**src/rtl/ccu_issue_ctrl.sv**
```systemverilog
// Issue/collect stage in front of the CalculateUnit: accepts one operation, drives the unit,
// waits out multi-cycle MUL/DIV latency and buffers the result for writeback.
module ccu_issue_ctrl #(
    parameter int unsigned SLOW_LAT = 1,
    parameter int unsigned TAG_W    = 5
) (
    input  logic             clk,
    input  logic             rstn,
    input  logic             in_valid,
    output logic             in_ready,
    input  logic [31:0]      in_num1,
    input  logic [31:0]      in_num2,
    input  logic [7:0]       in_mode,
    input  logic [TAG_W-1:0] in_tag,
    input  logic             flush,
    output logic [31:0]      cu_number1,
    output logic [31:0]      cu_number2,
    output logic [7:0]       cu_mode,
    input  logic [31:0]      cu_fast_answer,
    input  logic [31:0]      cu_slow_answer,
    input  logic [3:0]       cu_error,
    output logic             res_valid,
    input  logic             res_ready,
    output logic [31:0]      res_data,
    output logic [TAG_W-1:0] res_tag,
    output logic [3:0]       res_err,
    output logic             stall,
    output logic [3:0]       err_sticky,
    input  logic             err_clr
);

    localparam int unsigned DW = 32;
    localparam int unsigned MW = 8;
    localparam int unsigned EW = 4;
    localparam int unsigned CW = 4;

    typedef enum logic [0:0] {
        IDLE = 1'b0,
        WAIT = 1'b1
    } state_t;

    state_t           state_q, state_d;
    logic [CW-1:0]    cnt_q, cnt_d;
    logic [DW-1:0]    held_num1, held_num2;
    logic [MW-1:0]    held_mode;
    logic [TAG_W-1:0] held_tag;

    logic             out_free;
    logic             accept;
    logic             slow_in;
    logic             load_hold;
    logic             fast_cap;
    logic             slow_cap;
    logic             capture;
    logic [DW-1:0]    cap_data;
    logic [TAG_W-1:0] cap_tag;

    // Next-state, handshake and CalculateUnit drive
    always_comb begin
        state_d    = state_q;
        cnt_d      = cnt_q;
        load_hold  = 1'b0;
        slow_cap   = 1'b0;
        cu_number1 = in_num1;
        cu_number2 = in_num2;
        cu_mode    = in_mode;

        out_free = ~res_valid | res_ready;
        in_ready = (state_q == IDLE) & out_free & ~flush;
        accept   = in_valid & in_ready;
        slow_in  = (in_mode[7:4] == 4'h4);
        fast_cap = accept & ~slow_in;
        stall    = in_valid & ~in_ready;

        case (state_q)
            IDLE: begin
                if (accept && slow_in) begin
                    state_d   = WAIT;
                    cnt_d     = CW'(SLOW_LAT - 1);
                    load_hold = 1'b1;
                end
            end
            WAIT: begin
                // Keep the registered MDU recomputing the same operands until capture.
                cu_number1 = held_num1;
                cu_number2 = held_num2;
                cu_mode    = held_mode;
                if (cnt_q != CW'(0)) begin
                    cnt_d = cnt_q - CW'(1);
                end else if (out_free) begin
                    slow_cap = 1'b1;
                    state_d  = IDLE;
                end
            end
            default: state_d = IDLE;
        endcase

        if (flush) begin
            state_d   = IDLE;
            cnt_d     = CW'(0);
            load_hold = 1'b0;
            slow_cap  = 1'b0;
        end

        capture  = fast_cap | slow_cap;
        cap_data = fast_cap ? cu_fast_answer : cu_slow_answer;
        cap_tag  = fast_cap ? in_tag : held_tag;
    end

    // State and countdown register
    always_ff @(posedge clk) begin
        if (!rstn) begin
            state_q <= IDLE;
            cnt_q   <= CW'(0);
        end else begin
            state_q <= state_d;
            cnt_q   <= cnt_d;
        end
    end

    // Held operands, result register and sticky error
    always_ff @(posedge clk) begin
        if (!rstn) begin
            held_num1  <= DW'(0);
            held_num2  <= DW'(0);
            held_mode  <= MW'(0);
            held_tag   <= TAG_W'(0);
            res_valid  <= 1'b0;
            res_data   <= DW'(0);
            res_tag    <= TAG_W'(0);
            res_err    <= EW'(0);
            err_sticky <= EW'(0);
        end else begin
            if (load_hold) begin
                held_num1 <= in_num1;
                held_num2 <= in_num2;
                held_mode <= in_mode;
                held_tag  <= in_tag;
            end

            if (flush) begin
                res_valid <= 1'b0;
            end else if (capture) begin
                res_valid <= 1'b1;
                res_data  <= cap_data;
                res_err   <= cu_error;
                res_tag   <= cap_tag;
            end else if (res_ready) begin
                res_valid <= 1'b0;
            end

            // Only the first error since the last clear is kept.
            if (err_clr) begin
                err_sticky <= EW'(0);
            end else if (capture && (err_sticky == EW'(0)) && (cu_error != EW'(0))) begin
                err_sticky <= cu_error;
            end
        end
    end

endmodule
```
**config.mk**
```make
export PLATFORM = sky130hd
export DESIGN_NAME = ccu_issue_ctrl
export DESIGN_NICKNAME = d
export VERILOG_FILES = /design/src/rtl/ccu_issue_ctrl.sv
export SDC_FILE = /design/constraint.sdc
export NUM_CORES = 1
export LEC_CHECK = 0
export BUFFER_PORTS_ARGS = -buffer_cell sky130_fd_sc_hd__buf_4
export CORE_MARGIN = 8
export CORE_UTILIZATION = 39
export CTS_CLUSTER_DIAMETER = 50
export DETAILED_ROUTE_END_ITERATION = 6
export PLACE_DENSITY = 0.77
export SYNTH_ARGS = -nofsm -noshare
export SYNTH_HDL_FRONTEND = slang
export SYNTH_SLANG_ARGS = --single-unit
```
**constraint.sdc**
```tcl
create_clock -name clk -period 2.8 [get_ports clk]
set_clock_uncertainty 0.1 [all_clocks]
set_input_delay 0.14 -clock clk [delete_from_list [all_inputs] [get_ports clk]]
set_output_delay 0.14 -clock clk [all_outputs]
set_load 0.005 [all_outputs]
```
Word level (Yosys, flattened, before mapping)
Cells that the tools add are included.
{"block": "word_totals", "register_bits": 128, "in_bits": 151, "out_inout_bits": 120, "elab_cells": 59}
{"block": "classes", "n_addsub": 1, "n_eq_ne": 3, "mux": 20, "bitwise": 13, "n_reduce_logical": 11}
{"op": "2-to-1 mux 32 bit", "n": 3}
{"op": "2-to-1 mux 1 bit", "n": 11}
{"op": "2-to-1 mux 4 bit", "n": 2}
{"op": "2-to-1 mux 8 bit", "n": 1}
{"op": "case mux 4 bit (2 select lines)", "n": 1}
{"op": "nonzero test 4 bit", "n": 2}
{"op": "NOT 1 bit", "n": 6}
{"op": "bitwise AND 1 bit", "n": 5}
{"op": "2-to-1 mux 5 bit", "n": 1}
{"op": "equality test 4 x 3 -> 1 bit (second input constant)", "n": 1}
{"op": "zero test 4 bit", "n": 1}
{"op": "inequality test 2 x 1 -> 1 bit (second input constant)", "n": 2}
{"op": "AND reduction 2 bit", "n": 2}
{"op": "OR reduction 2 bit", "n": 2}
{"op": "subtractor 4 x 1 -> 4 bit (second input constant)", "n": 1}
{"op": "logical AND 1 bit", "n": 3}
{"op": "OR 1 bit", "n": 2}
{"op": "case mux 1 bit (2 select lines)", "n": 1}
{"op": "nonzero test 2 bit", "n": 1}

Depth between registers and ports, before layout
{"block": "depth", "word_depth": 9, "depth_mapped": 7, "depth_no_buf": 6}

Least setup slack after synthesis
No wires, ideal clock.
{"block": "synth_path", "kind": "register to register", "start": "register cnt_q[0]", "end": "register res_data[10]", "setup_time_ps": 122, "arrival_time_ps": 1531, "t_required_ps": 2578, "setup_slack_ps": 1047, "stages_incl_launch_ff": 8, "path_buffers": 1, "period_less_slack_ps": 1753, "cell_sequence": "dfxtp_1 > inv_1 > ha_1 > nand2_1 > nor4_4 > nor3_4 > buf_6 > a221o_1"}
{"block": "synth_between", "elab_chain_cells": 6}
{"item": "start: declaration", "line": "43", "source": "logic [CW-1:0] cnt_q, cnt_d;"}
{"item": "start signal: assignment", "line": "117", "source": "cnt_q <= cnt_d;"}
{"item": "nonzero test 4 bit", "line": "88", "source": "if (cnt_q != CW'(0)) begin"}
{"item": "2-to-1 mux 1 bit", "line": "88"}
{"item": "2-to-1 mux 1 bit", "line": "75", "source": "case (state_q)"}
{"item": "2-to-1 mux 1 bit", "line": "98", "source": "if (flush) begin"}
{"item": "OR 1 bit", "line": "105", "source": "capture = fast_cap | slow_cap;"}
{"item": "AND reduction 2 bit (no source line)"}
{"item": "end signal: assignment", "line": "145", "source": "res_data <= cap_data;"}
{"item": "end: declaration", "line": "24", "source": "output logic [31:0] res_data,"}
No other way between the ends.
A chain may end at the register's enable or synchronous reset.

Final worst setup path
{"block": "layout_path", "start": "input port res_ready", "end": "register res_data[25]"}
{"block": "layout_between", "elab_chain_cells": 7, "elab_cells_between_ends": 12, "cone_classes": "mux (5); bitwise (6); reduce/logical (1)"}
{"item": "start: declaration", "line": "23", "source": "input logic res_ready,"}
{"item": "OR 1 bit *", "line": "68", "source": "out_free = ~res_valid | res_ready;"}
{"item": "bitwise AND 1 bit or 2-to-1 mux 1 bit (tied branches)", "line": "69, 90"}
{"item": "bitwise AND 1 bit or 2-to-1 mux 1 bit (tied branches)", "line": "69, 88"}
{"item": "bitwise AND 1 bit or 2-to-1 mux 1 bit (tied branches)", "line": "70, 75"}
{"item": "bitwise AND 1 bit or 2-to-1 mux 1 bit (tied branches)", "line": "72, 98"}
{"item": "OR 1 bit", "line": "105"}
{"item": "AND reduction 2 bit (no source line)"}
Every way passes the cells marked *; elsewhere a longest branch is shown, timed or not.

==> summary.txt <==
Setup path
  – Startpoint Class: input pin
  – Crit path max-delay cell type: dlygate4sd3_1
  – Crit path arrival time: 2.82 ns
  – Critical path class: in2reg
  – Cells along the critical path: dlygate4sd3_1 > buf_4 > and2b_4 > nor4bb_4 > nor3_4 > buf_4 > a221o_1 > dlygate4sd3_1
  – CP Max Fanout: 37
  – Crit path required time: 2.99 ns
  – Max incr delay on CP: 0.58 ns
  – Crit end category: flop

Clocking
  – Clock slew at reported path FFs: 0.06 ns
  – Postcts setup bufs: 0
  – Root Buffer: clkbuf_16
  – Hold buffer count at cts: 144
  – Sink Count: 128
  – Longest Clk Path Bufs: 2
  – H-tree lvl count: 4
  – CTS tree: done
  – Gates resized, CTS repair: 0
  – CTS buffer count: 17
  – Worst-Skew Late Latency: 0.41 ns

Global route
  – Pin count of the biggest net entering global routing: 48
  – Met1 usage: 22.7%
  – Initial antenna violation count: 1
  – First-pass GRT wire length: 31.1 mm
  – Vias in the first global route: 5961
  – GRT met2 Usage: 36.5%
  – Gr busiest metal: met2
  – Routing usage on met3: 7.53%
  – Gr ovfl total: 0
  – Global Route Usage Sum: 21.1%

Power
  – Net Sw Frac: 23.3%
  – Pwr Total: 0.00490 W
  – Leak: 4.86 nW
  – P per Cell Area: 496 nW/µm²
  – NetSw: 0.00114 W
  – Flop pwr share: 38.5%
  – Combinational fraction of design power: 14.2%
  – Pint: 0.00376 W
  – Peak supply drop: 0.400 mV
  – Clock Power Share: 47.3%

Yosys
  – Seq cells post-synth: 128
  – Synth area leaders: dfxtp_1, mux2_2, mux2i_1
  – Yosys top cell area share: 45.1%
  – Syn_nets: 678
  – Most common cell in the netlist: dfxtp_1
  – Ys async rst share: 0%
  – YS warnings: 0
  – Syn Std Cell Area: 5680 µm²
  – Dominant synthesized flop cell: dfxtp_1
  – Yosys top cell by area: dfxtp_1
  – Synth cell types: 40
  – Mean Syn Cell Area: 10.8 µm²
  – Sequential share of the synthesized area: 45.1%
  – Synth cell count leaders: dfxtp_1, nor2_1, mux2i_1, mux2_2
  – Cells after Synth: 526
  – EDFF count, synth: 0

Routing
  – Remaining DRCs: 0
  – First DRT Iteration DRCs: 185
  – Drt via density: 5.02
  – First drt pass iteration count: 4
  – Antenna Nets Post-Route: 0
  – Via count: 5667
  – Routed WL: 20.3 mm
  – DR WL/cell: 18.0 µm

Final layout
  – Post-route insts no fill: 1129
  – Layout cell share with drive strength beyond 1: 42.2%
  – Core Util, Final: 68.8%
  – Area Growth Syn to Fin: 73.9%
  – # nets final: 1083

Min path
  – Worst hold path type: in2reg

STA
  – Setup TNS: 0 ns
  – Final hold vios: 0
  – Slew @ Worst Pin: 0.753 ns
  – Final worst-path cycle share: 93.7%
  – Post-route minimum period: 2.62 ns
  – Final Slew Violations: 0
  – RSZ-0062 raised after global routing: false
  – Final setup violation count: 0
  – Max frequency: 381 MHz
  – Final setup margin: 0.178 ns
  – Slew headroom: 49.8%

Place
  – GP Congestion: 0.765
  – Dpl ws: 0.782 ns
  – Post-DP HPWL: 12.7 mm
  – Port buffer count: 270
  – Cells after DPL: 952

Outcome
  – Status: complete, no violations

Die
  – Cell Rows: 44
  – Die Ht: 137 µm
  – Die area: 18700 µm²
  – IO Pins: 271
  – Std-Cell Core Area: 14400 µm²
  – Die extent in x: 137 µm
  – Initial Utilization: 39.5%

Flow run
  – Max Cap Viol: 0
cells by family after synthesis:
group / after synthesis / share of synthesized area, %
AOI/OAI and AO/OA: 57 / 8.70
and+or+nand+nor: 154 / 15.2
DFF: 128 / 45.1
muxes: 145 / 27.1
buffers and inverters: 41 / 3.63
adders and majority gates: 1 / 0.220
flip-flops by register name, indices dropped and copies added, names as in the netlist:
signal and flops:
res_valid 1, cnt_q 4, res_tag 5, res_data 32, held_tag 5, held_mode 8
held_num1 32, held_num2 32, state_q 1, res_err 4, err_sticky 4
worst max-delay path: cells and delay by family:
| kind | cells | cell delay (ns) |
|---|---|---|
| buffers and inverters | 4 | 1.53 |
| and+or+nand+nor | 3 | 0.72 |
| AOI/OAI and AO/OA | 1 | 0.41 |
cells in the final DEF, fill, tap and decap left out, types with 2 or more instances in the layout:
cell           instances
a32o_1                 4
nand2_1                3
a31oi_1                3
nand3_1                7
inv_6                  4
mux2_2                72
nor3b_1                5
clkinvlp_4             3
nor4_4                 2
nor2_1                78
clkbuf_16             17
dfxtp_1              127
dlygate4sd3_1        144
and2_1                37
mux2i_1               73
a21oi_1                8
a221o_1               37
o21ai_0                5
bufinv_16              3
clkinv_4               3
buf_4                279
inv_1                  3
nor3_1                 2
and3_1                 3
nand2b_1               2
final cells by class:
class	instances	area, µm²
antenna	1	2.50
clock inverter	14	179
clock buffer	18	439
fill	979	4490
sequential	128	2570
inverter	4	15.0
multi-input combinational	357	2910
timing repair buffer	423	3540
tap	184	230
metal layers:
layer / share of wire [%] / vias to the layer above / wire, µm
met1: 38 / 2676 / 7770
met4: 2.4 / 0 / 494
li1: - / 2717 / -
met3: 11 / 28 / 2180
met5: 0 / - / 0
met2: 49 / 246 / 9890
worst paths after layout:
kind / endpoint / slack (ns) / start / cells after the start
setup / recovery: res_data[25] / 0.18 / res_ready / 8
hold / removal: err_sticky[3] / 0.03 / err_clr / 3
setup reg to reg: res_data[25] / 0.19 / cnt_q[0] / 8
hold reg to reg: held_mode[6] / 0.35 / held_mode[6] / 2
stage by stage:
| stage | area (µm²) | hold WS, ns |
|---|---|---|
| floorplan | 5680 | 0.178 |
| global placement | 7820 | 0.262 |
| detailed placement | 7820 | 0.266 |
| CTS | 9880 | 0.00597 |
| global route | 9880 | 0.0347 |
| finish | 9880 | 0.0332 |
power by group through the flow:
stage          Combinational (W)  Clock [W]  Sequential, W
6_report                0.000698    0.00231        0.00189
5_1_grt                 0.000745    0.00245        0.00189
4_1_cts                 0.000684    0.00237        0.00188
3_5_place_dp            0.000518          0        0.00192
3_3_place_gp            0.000515          0        0.00192
2_1_floorplan           0.000171          0        0.00192
No activity file was read; power rests on OpenSTA's default activity.
